[config.mk]
export PLATFORM = sky130hd
export DESIGN_NAME = mac_ram_arbiter_flat
export DESIGN_NICKNAME = d
export VERILOG_FILES = /design/src/rtl/mac_ram_arbiter_if.sv /design/src/rtl/mac_ram_arbiter.sv /design/src/flat_wrapper.sv
export SDC_FILE = /design/constraint.sdc
export NUM_CORES = 1
export LEC_CHECK = 0
export ABC_AREA = 1
export CAP_MARGIN = 10
export CORE_MARGIN = 5
export CORE_UTILIZATION = 45
export DETAILED_ROUTE_END_ITERATION = 10
export GPL_ROUTABILITY_DRIVEN = 0
export MAX_ROUTING_LAYER = met4
export PLACE_DENSITY = 0.83
export SLEW_MARGIN = 20
export SYNTH_ARGS = -nofsm -noshare
export SYNTH_HDL_FRONTEND = slang
export SYNTH_SLANG_ARGS = --single-unit
[constraint.sdc]
create_clock -name clk -period 3.2 [get_ports clk]
set_input_delay 0.8 -clock clk [delete_from_list [all_inputs] [get_ports clk]]
set_output_delay 0.8 -clock clk [all_outputs]
set_load 0.005 [all_outputs]
[src/rtl/mac_ram_arbiter_if.sv]
// Requester and RAM-side signal bundle for mac_ram_arbiter.
// Lock inputs exist only when ARB_LOCK_EN is defined.
interface mac_ram_arbiter_if #(
   parameter int unsigned data_w    = 32,
   parameter int unsigned ram_add_w = 9
);
   logic                 req0, we0, gnt0, rvalid0;
   logic [ram_add_w-1:0] addr0;
   logic [data_w-1:0]    wdata0, rdata0;
   logic                 req1, we1, gnt1, rvalid1;
   logic [ram_add_w-1:0] addr1;
   logic [data_w-1:0]    wdata1, rdata1;
`ifdef ARB_LOCK_EN
   logic                 lock0, lock1;
`endif
   logic                 ram_we;
   logic [ram_add_w-1:0] ram_addr;
   logic [data_w-1:0]    ram_w_data, ram_r_data;

   modport slave (
`ifdef ARB_LOCK_EN
      input  lock0, lock1,
`endif
      input  req0, we0, addr0, wdata0, req1, we1, addr1, wdata1, ram_r_data,
      output gnt0, rvalid0, rdata0, gnt1, rvalid1, rdata1,
      output ram_we, ram_addr, ram_w_data
   );

   modport master (
`ifdef ARB_LOCK_EN
      output lock0, lock1,
`endif
      output req0, we0, addr0, wdata0, req1, we1, addr1, wdata1, ram_r_data,
      input  gnt0, rvalid0, rdata0, gnt1, rvalid1, rdata1,
      input  ram_we, ram_addr, ram_w_data
   );
endinterface

[src/rtl/mac_ram_arbiter.sv]
// Round-robin arbiter sharing one single-port RAM between two requesters, with read-data routing.
// Define ARB_LOCK_EN for hold-grant locking with a 16-grant starvation guard.
module mac_ram_arbiter #(
   parameter int unsigned data_w    = 32,
   parameter int unsigned ram_d     = 512,
   parameter int unsigned ram_add_w = $clog2(ram_d),
   parameter int unsigned RD_LAT    = 1
) (
   input  logic             clk,
   input  logic             rst,
   mac_ram_arbiter_if.slave bus
);
   logic                 w_pick1, w_gnt0, w_gnt1, w_any, w_we;
   logic [ram_add_w-1:0] w_addr;
   logic [data_w-1:0]    w_wdata;

   logic                 r_ptr;
   logic                 r_ram_we;
   logic [ram_add_w-1:0] r_ram_addr;
   logic [data_w-1:0]    r_ram_wdata;
   logic [RD_LAT:0]      r_tag_v, r_tag_o;
   logic                 r_rvalid0, r_rvalid1;
   logic [data_w-1:0]    r_rdata0, r_rdata1;

`ifdef ARB_LOCK_EN
   logic                 r_lk_v, r_owner;
   logic [3:0]           r_cnt;
   logic                 w_own_lock, w_win_lock;
`endif

   always_comb begin
      w_pick1 = bus.req1 & (~bus.req0 | r_ptr);
`ifdef ARB_LOCK_EN
      // A held lock overrides the pointer until 16 consecutive locked grants have gone by.
      w_own_lock = r_owner ? (bus.lock1 & bus.req1) : (bus.lock0 & bus.req0);
      if (r_lk_v && w_own_lock) begin
         if (r_cnt != 4'hF) w_pick1 = r_owner;
         else               w_pick1 = r_owner ? ~bus.req0 : bus.req1;
      end
      w_win_lock = w_pick1 ? bus.lock1 : bus.lock0;
`endif
      w_gnt0  = bus.req0 & ~w_pick1;
      w_gnt1  = w_pick1;
      w_any   = w_gnt0 | w_gnt1;
      w_we    = w_gnt1 ? bus.we1    : bus.we0;
      w_addr  = w_gnt1 ? bus.addr1  : bus.addr0;
      w_wdata = w_gnt1 ? bus.wdata1 : bus.wdata0;
   end

   always_ff @(posedge clk or negedge rst) begin
      if (!rst) begin
         r_ptr       <= 1'b0;
         r_ram_we    <= 1'b0;
         r_ram_addr  <= '0;
         r_ram_wdata <= '0;
         r_tag_v     <= '0;
         r_tag_o     <= '0;
         r_rvalid0   <= 1'b0;
         r_rvalid1   <= 1'b0;
         r_rdata0    <= '0;
         r_rdata1    <= '0;
`ifdef ARB_LOCK_EN
         r_lk_v      <= 1'b0;
         r_owner     <= 1'b0;
         r_cnt       <= '0;
`endif
      end else begin
         r_ram_we <= w_any & w_we;
         if (w_any) begin
            r_ram_addr  <= w_addr;
            r_ram_wdata <= w_wdata;
         end
         // Tag slot RD_LAT lines up with the cycle ram_r_data is valid for that read.
         r_tag_v   <= {r_tag_v[RD_LAT-1:0], w_any & ~w_we};
         r_tag_o   <= {r_tag_o[RD_LAT-1:0], w_gnt1};
         r_rvalid0 <= r_tag_v[RD_LAT] & ~r_tag_o[RD_LAT];
         r_rvalid1 <= r_tag_v[RD_LAT] &  r_tag_o[RD_LAT];
         if (r_tag_v[RD_LAT] & ~r_tag_o[RD_LAT]) r_rdata0 <= bus.ram_r_data;
         if (r_tag_v[RD_LAT] &  r_tag_o[RD_LAT]) r_rdata1 <= bus.ram_r_data;
`ifdef ARB_LOCK_EN
         if (w_any) begin
            if (!w_win_lock) r_ptr <= ~w_gnt1;
            r_cnt   <= (r_lk_v && w_win_lock && (r_owner == w_gnt1)) ?
                       ((r_cnt == 4'hF) ? r_cnt : r_cnt + 4'd1) : '0;
            r_lk_v  <= w_win_lock;
            r_owner <= w_gnt1;
         end else begin
            r_lk_v  <= 1'b0;
         end
`else
         if (w_any) r_ptr <= ~w_gnt1;
`endif
      end
   end

   assign bus.gnt0       = w_gnt0;
   assign bus.gnt1       = w_gnt1;
   assign bus.rvalid0    = r_rvalid0;
   assign bus.rvalid1    = r_rvalid1;
   assign bus.rdata0     = r_rdata0;
   assign bus.rdata1     = r_rdata1;
   assign bus.ram_we     = r_ram_we;
   assign bus.ram_addr   = r_ram_addr;
   assign bus.ram_w_data = r_ram_wdata;
endmodule

[src/flat_wrapper.sv]
// flat-port wrapper written by rule: the top's interface ports become plain ports
module mac_ram_arbiter_flat 
#(
   parameter int unsigned data_w    = 32,
   parameter int unsigned ram_d     = 512,
   parameter int unsigned ram_add_w = $clog2(ram_d),
   parameter int unsigned RD_LAT    = 1
)
  (clk, rst, bus_req0, bus_we0, bus_addr0, bus_wdata0, bus_req1, bus_we1, bus_addr1, bus_wdata1, bus_ram_r_data, bus_gnt0, bus_rvalid0, bus_rdata0, bus_gnt1, bus_rvalid1, bus_rdata1, bus_ram_we, bus_ram_addr, bus_ram_w_data);
  mac_ram_arbiter_if #(.data_w(data_w), .ram_add_w(ram_add_w)) bus_i ();
  input  logic clk;
  input  logic rst;
  input wire logic [$bits(bus_i.req0)-1:0] bus_req0;
  input wire logic [$bits(bus_i.we0)-1:0] bus_we0;
  input wire logic [$bits(bus_i.addr0)-1:0] bus_addr0;
  input wire logic [$bits(bus_i.wdata0)-1:0] bus_wdata0;
  input wire logic [$bits(bus_i.req1)-1:0] bus_req1;
  input wire logic [$bits(bus_i.we1)-1:0] bus_we1;
  input wire logic [$bits(bus_i.addr1)-1:0] bus_addr1;
  input wire logic [$bits(bus_i.wdata1)-1:0] bus_wdata1;
  input wire logic [$bits(bus_i.ram_r_data)-1:0] bus_ram_r_data;
  output wire logic [$bits(bus_i.gnt0)-1:0] bus_gnt0;
  output wire logic [$bits(bus_i.rvalid0)-1:0] bus_rvalid0;
  output wire logic [$bits(bus_i.rdata0)-1:0] bus_rdata0;
  output wire logic [$bits(bus_i.gnt1)-1:0] bus_gnt1;
  output wire logic [$bits(bus_i.rvalid1)-1:0] bus_rvalid1;
  output wire logic [$bits(bus_i.rdata1)-1:0] bus_rdata1;
  output wire logic [$bits(bus_i.ram_we)-1:0] bus_ram_we;
  output wire logic [$bits(bus_i.ram_addr)-1:0] bus_ram_addr;
  output wire logic [$bits(bus_i.ram_w_data)-1:0] bus_ram_w_data;
  assign bus_i.req0 = bus_req0;
  assign bus_i.we0 = bus_we0;
  assign bus_i.addr0 = bus_addr0;
  assign bus_i.wdata0 = bus_wdata0;
  assign bus_i.req1 = bus_req1;
  assign bus_i.we1 = bus_we1;
  assign bus_i.addr1 = bus_addr1;
  assign bus_i.wdata1 = bus_wdata1;
  assign bus_i.ram_r_data = bus_ram_r_data;
  assign bus_gnt0 = bus_i.gnt0;
  assign bus_rvalid0 = bus_i.rvalid0;
  assign bus_rdata0 = bus_i.rdata0;
  assign bus_gnt1 = bus_i.gnt1;
  assign bus_rvalid1 = bus_i.rvalid1;
  assign bus_rdata1 = bus_i.rdata1;
  assign bus_ram_we = bus_i.ram_we;
  assign bus_ram_addr = bus_i.ram_addr;
  assign bus_ram_w_data = bus_i.ram_w_data;
  mac_ram_arbiter #(.data_w(data_w), .ram_d(ram_d), .ram_add_w(ram_add_w), .RD_LAT(RD_LAT)) u_core (.clk(clk), .rst(rst), .bus(bus_i));
endmodule
==> results of run 1 <==
## synth_stat cells, drive strengths merged
master / count
inv: 80
o21ai: 65
or2: 1
nand2: 194
dfrtp: 113
nand3: 84
nor2: 4
buf: 32
clkbuf: 4
## metal layers
layer / GRT usage (%) / part of all wire, %
met4: 7.82 / 1.9
met5: - / 0
met1: 27.2 / 39
met3: 8.79 / 10
met2: 37.7 / 48
## worst max-delay path by stage
stage	start	end	cells after the start
final	bus_req0	bus_gnt0	5
after global routing	bus_req0	bus_gnt0	5
after CTS	bus_req0	bus_gnt0	5
after detailed placement	bus_req0	bus_gnt0	5
after global placement	bus_req0	bus_gnt0	5
after floorplan	bus_req1	bus_gnt0	4
## cell families after synthesis
logic type | Yosys count | synth area share (%)
AOI/OAI and AO/OA | 65 | 8.28
DFF | 113 | 56.9
buffers and inverters | 116 | 10.6
and+or+nand+nor | 283 | 24.2
## sequential cells by signal (all words and copies together) (netlist names)
register and cells:
u_core.bus.rdata0 32, u_core.bus.rvalid1 1, u_core.bus.rvalid0 1, u_core.r_tag_o 2, u_core.bus.ram_w_data 32, u_core.bus.ram_addr 9
u_core.bus.rdata1 32, u_core.r_ptr 1, u_core.r_tag_v 2, u_core.bus.ram_we 1
## cell type report
cell class / instances / area (µm²)
inverter: 80 / 300
clock inverter: 9 / 154
timing repair buffer: 238 / 2360
fill: 773 / 2940
clock buffer: 23 / 467
sequential: 113 / 2830
tap: 140 / 175
multi-input combinational: 348 / 1620
## stage by stage
step                hold WS, ns  cell area, µm²
floorplan                 0.331            4970
global placement          0.331            7280
detailed placement        0.336            7280
CTS                       0.329            7900
global route              0.365            7900
finish                    0.323            7900
## where the power goes
part / leakage (nW) / total [mW] / switching [mW] / internal (mW)
Clock: 0.298 / 1.94 / 0.615 / 1.32
Sequential: 1.39 / 1.85 / 0.153 / 1.69
Combinational: 2.23 / 1.18 / 0.475 / 0.707
Total: 3.92 / 4.97 / 1.24 / 3.72
==> run metrics, run 1 <==
share of the synthesized area in the top cell type=a little under three fifths; vias=about 4.7k; Avg WL per Cell=roughly 15 µm; min setup slack post-route=~0.59 ns; commonest non-fill, non-tap cell in the layout=clkdlybuf4s50_1; final period utilization=about four fifths; number of global-route vias before repair=~4.8k; FP Rows=38; Routed Wire Length=~15,000 µm; io pins=230; worst slack at placement=0.579 ns; largest net degree at the start of global routing=66; Crit. End Element=primary output; Syn Area/Cell=around 8.6 µm²; Yosys top cell by area=dfrtp_1; Reg-to-Reg End=u_core.bus.rdata0[8]; CTS Root Cell=clkbuf_8; Reg2Reg Setup Slack=~1.5 ns; CTS Buffer Depth=2; final core utilization=72.9%; Synth Net Count=between 600 and 700; DRT Pass-1 Iters=5; Crit path largest cell delay=between 0.5 and 0.6 ns; cts bufs inserted=17; r2r startpoint=u_core.r_tag_v[1]; CP required=around 2.4 ns; clock skew=roughly 0.0060 ns; Slew HR=32.0%; initial drt markers=~290; global-route usage over all layers=between 20% and 30%; status=finished clean; Worst EP arrival=approximately 1.8 ns; family with the most delay on the worst path=buffers and inverters; total DRC errors in the routed layout=0; Worst Setup Start Kind=input port; worst vdd ir=347 µV; clk_lat worst skew=approximately 0.5 ns; top cells by area, synth=dfrtp_1 (57%), nand2_1 (15%), nand3_1 (8.5%), inv_1 (6.0%), o21ai_2 (4.1%); initial core utilization=a little under half; first-pass GRT wire length=roughly 24,000 µm; Fin Setup TNS=0 ns; Final ANT Viol Nets=0; share of cells above drive strength 1=between 8 and 9%; crit-path max FO=16; Die Footprint=between 10,000 and 15,000 µm²; clk sink count=around 110; Clock Pin Slew Worst Setup and Hold Paths=roughly 0.050 ns; Worst path slowest cell=clkdlybuf4s50_1; Post-Syn Instances=577; via/cell ratio=4.91; total power=4.97 mW; Post CTS Setup Buffer Count=0; Fin. Hold Viols=0; HP Class=in2async; initial antenna violation count=0; Mapped Area=between 4000 and 5000 µm²; PortBufs=between 200 and 250; Reg2Reg Depth=5; Post-Layout Cell Count=between 900 and 1k; Area Overhead vs Synth=59.0%; Synth Warn #=0; Post-CTS Hold Fix Bufs=0; Final HPWL DP=10,800 µm; min Tclk post-route=about 2.6 ns; Post-CTS Resized=0; synth unique cells=15; Final setup viols=0; CORE AREA=roughly 11,000 µm²; cell count after placement=slightly above 900; grt ovf=0; TritonCTS clock tree=yes; sequential fraction of the synthesis area=a little under three fifths; unrepaired setup endpoints after global routing=false; WP buf/inv=3; Leak Pwr=about 3.9 nW; # diodes=0; Slew Viols, Final=0; Pwr per Cell Area=629 nW/µm²; max-cap viol count=0; number of synthesized register bits=~110; die height=115 µm; commonest non-fill, non-tap cells in the layout=clkdlybuf4s50_1 (226), nand2_1 (191), dfrtp_1 (113); fmax=approximately 0.38 GHz; CP Class=in2out; H-tree Lvls=4; Worst-Margin Slew=approximately 1.0 ns; cells along the critical path=buf_2 -> buf_4 -> nor2_8 -> nor2_1 -> clkdlybuf4s50_1; final net count=between 900 and 1k; Die X=115 µm
Note: power is estimated with default switching activity, not from simulation.
==> inputs of run 2 (changes only) <==
Settings changed: CORE_UTILIZATION 45 to 38, PLACE_DENSITY 0.83 to 0.75.
Clock period 3.2 ns to 2.21 ns, I/O delays scaled along.
==> run metrics, run 2 (synthesis results as in run 1) <==
Routed Wire Length=15,100 µm (+2.3%); grt ovf=0 (unchanged); largest net degree at the start of global routing=66 (unchanged); unrepaired setup endpoints after global routing=false; min setup slack post-route=0.149 ns (-0.440 ns); max-cap viol count=0 (unchanged); initial drt markers=394 (+35%); crit-path max FO=3 (-13); # diodes=0 (unchanged); worst vdd ir=399 µV (+15%); share of cells above drive strength 1=9.20% (+0.69 points); Leak Pwr=3.98 nW (+1.6%); Slew Viols, Final=0 (unchanged); CORE AREA=12,700 µm² (+17%); Clock Pin Slew Worst Setup and Hold Paths=0.05 ns (about the same); Crit path largest cell delay=0.51 ns (about the same); total DRC errors in the routed layout=0 (unchanged); HP Class=in2async; worst hold slack=0.0658 ns (-0.258 ns); first-pass GRT wire length=24,900 µm (+5.4%); initial core utilization=39.1% (-6.8 points); CTS Root Cell=clkbuf_16; Avg WL per Cell=15.3 µm (-1.5%); Post-CTS Resized=1 (+1); global-route usage over all layers=20.5% (-3.0 points); CTS Buffer Depth=2 (unchanged); Slew HR=68.4% (+36 points); cts bufs inserted=17 (unchanged); final instance area=8060 µm² (+2.0%); number of global-route vias before repair=4,908 (+2.2%); status=finished clean; cells along the critical path=inv_1 -> nand2_4 -> nand2_4 -> inv_1 -> clkdlybuf4s50_1; Worst path slowest cell=clkdlybuf4s50_1; commonest non-fill, non-tap cells in the layout=clkdlybuf4s50_1 (225), nand2_1 (191), dfrtp_1 (113); vias=4,673 (unchanged); final core utilization=63.3% (-9.5 points); Fin. Hold Viols=0 (unchanged); Final HPWL DP=10,900 µm (+1.3%); Die Footprint=15,500 µm² (+17%); commonest non-fill, non-tap cell in the layout=clkdlybuf4s50_1; PortBufs=229 (unchanged); H-tree Lvls=4 (unchanged); final period utilization=between 90% and 100%; worst slack at placement=0.0859 ns (-0.493 ns); Final setup viols=0 (unchanged); fmax=about 0.49 GHz; Worst-Margin Slew=0.472 ns (-0.545 ns); Die X=124 µm (+8.1%); Final ANT Viol Nets=0 (unchanged); Post CTS Setup Buffer Count=0 (unchanged); Crit. End Element=primary output; Worst EP arrival=1.51 ns (-0.30 ns); via/cell ratio=4.73 (-3.6%); Fin Setup TNS=0 ns (unchanged); Post-CTS Hold Fix Bufs=0 (unchanged); TritonCTS clock tree=yes; io pins=230 (unchanged); Worst Setup Start Kind=flop; Area Overhead vs Synth=62.2%; clock skew=0.00580 ns (-0.000244 ns); Pwr per Cell Area=928 nW/µm² (+47%); CP Class=reg2out; min Tclk post-route=a little over 2 ns; initial antenna violation count=0 (unchanged); DRT Pass-1 Iters=5 (unchanged); die height=124 µm (+8.1%); FP Rows=41 (+7.9%); final net count=922 (+0.44%); CP required=1.66 ns (-0.74 ns); post-place instance area=7390 µm² (+1.5%); clk sink count=113 (unchanged); clk_lat worst skew=0.41 ns (-0.09 ns)
run 2: per-layer routing:
metal  GRT usage (%)  vias up  wire (µm)
met2            31.8      222       7070
met4            7.67        0        302
met3            7.80       33       1370
met5               -        -          0
li1                -     2239          -
met1            24.3     2179       6320
run 2: worst paths after layout:
kind / start / depth (start not counted) / to / slack (ns)
worst min register to register: u_core.r_tag_v[0] / 0 / u_core.r_tag_v[1] / 0.35
worst max-delay path: u_core.r_ptr / 5 / bus_gnt1 / 0.15
worst min-delay path: rst / 1 / u_core.bus.rdata0[28] / 0.07
min in group clk: u_core.r_tag_v[0] / 0 / u_core.r_tag_v[1] / 0.35
worst max register to register: u_core.r_tag_v[1] / 4 / u_core.bus.rdata1[21] / 0.82
max in group asynchronous: rst / 2 / u_core.bus.ram_w_data[15] / 1.56
run 2: worst max-delay path, delay by kind of cell (launching register included):
kind                   cells  cell delay, ns
buffers and inverters      3            0.67
and+or+nand+nor            2            0.11
DFF                        1            0.32
run 2: layout make-up:
class / count / area, µm²
Sequential cell: 113 / 2830
Multi-Input combinational cell: 348 / 1620
Fill cell: 1052 / 4660
Clock buffer: 23 / 498
Inverter: 80 / 300
Tap cell: 172 / 215
Timing Repair Buffer: 242 / 2430
Clock inverter: 9 / 175
run 2: through the flow:
step,power [mW],cells
final,7.47,987
after global routing,7.84,987
after CTS,7.57,987
after detailed placement,4.46,955
after global placement,4.41,955
after floorplan,3.26,577
run 2: power breakdown:
group	total [mW]	leakage, nW	switching (mW)	internal (mW)
Sequential	2.67	1.39	0.220	2.45
Combinational	1.74	2.27	0.702	1.04
Clock	3.06	0.325	0.917	2.15
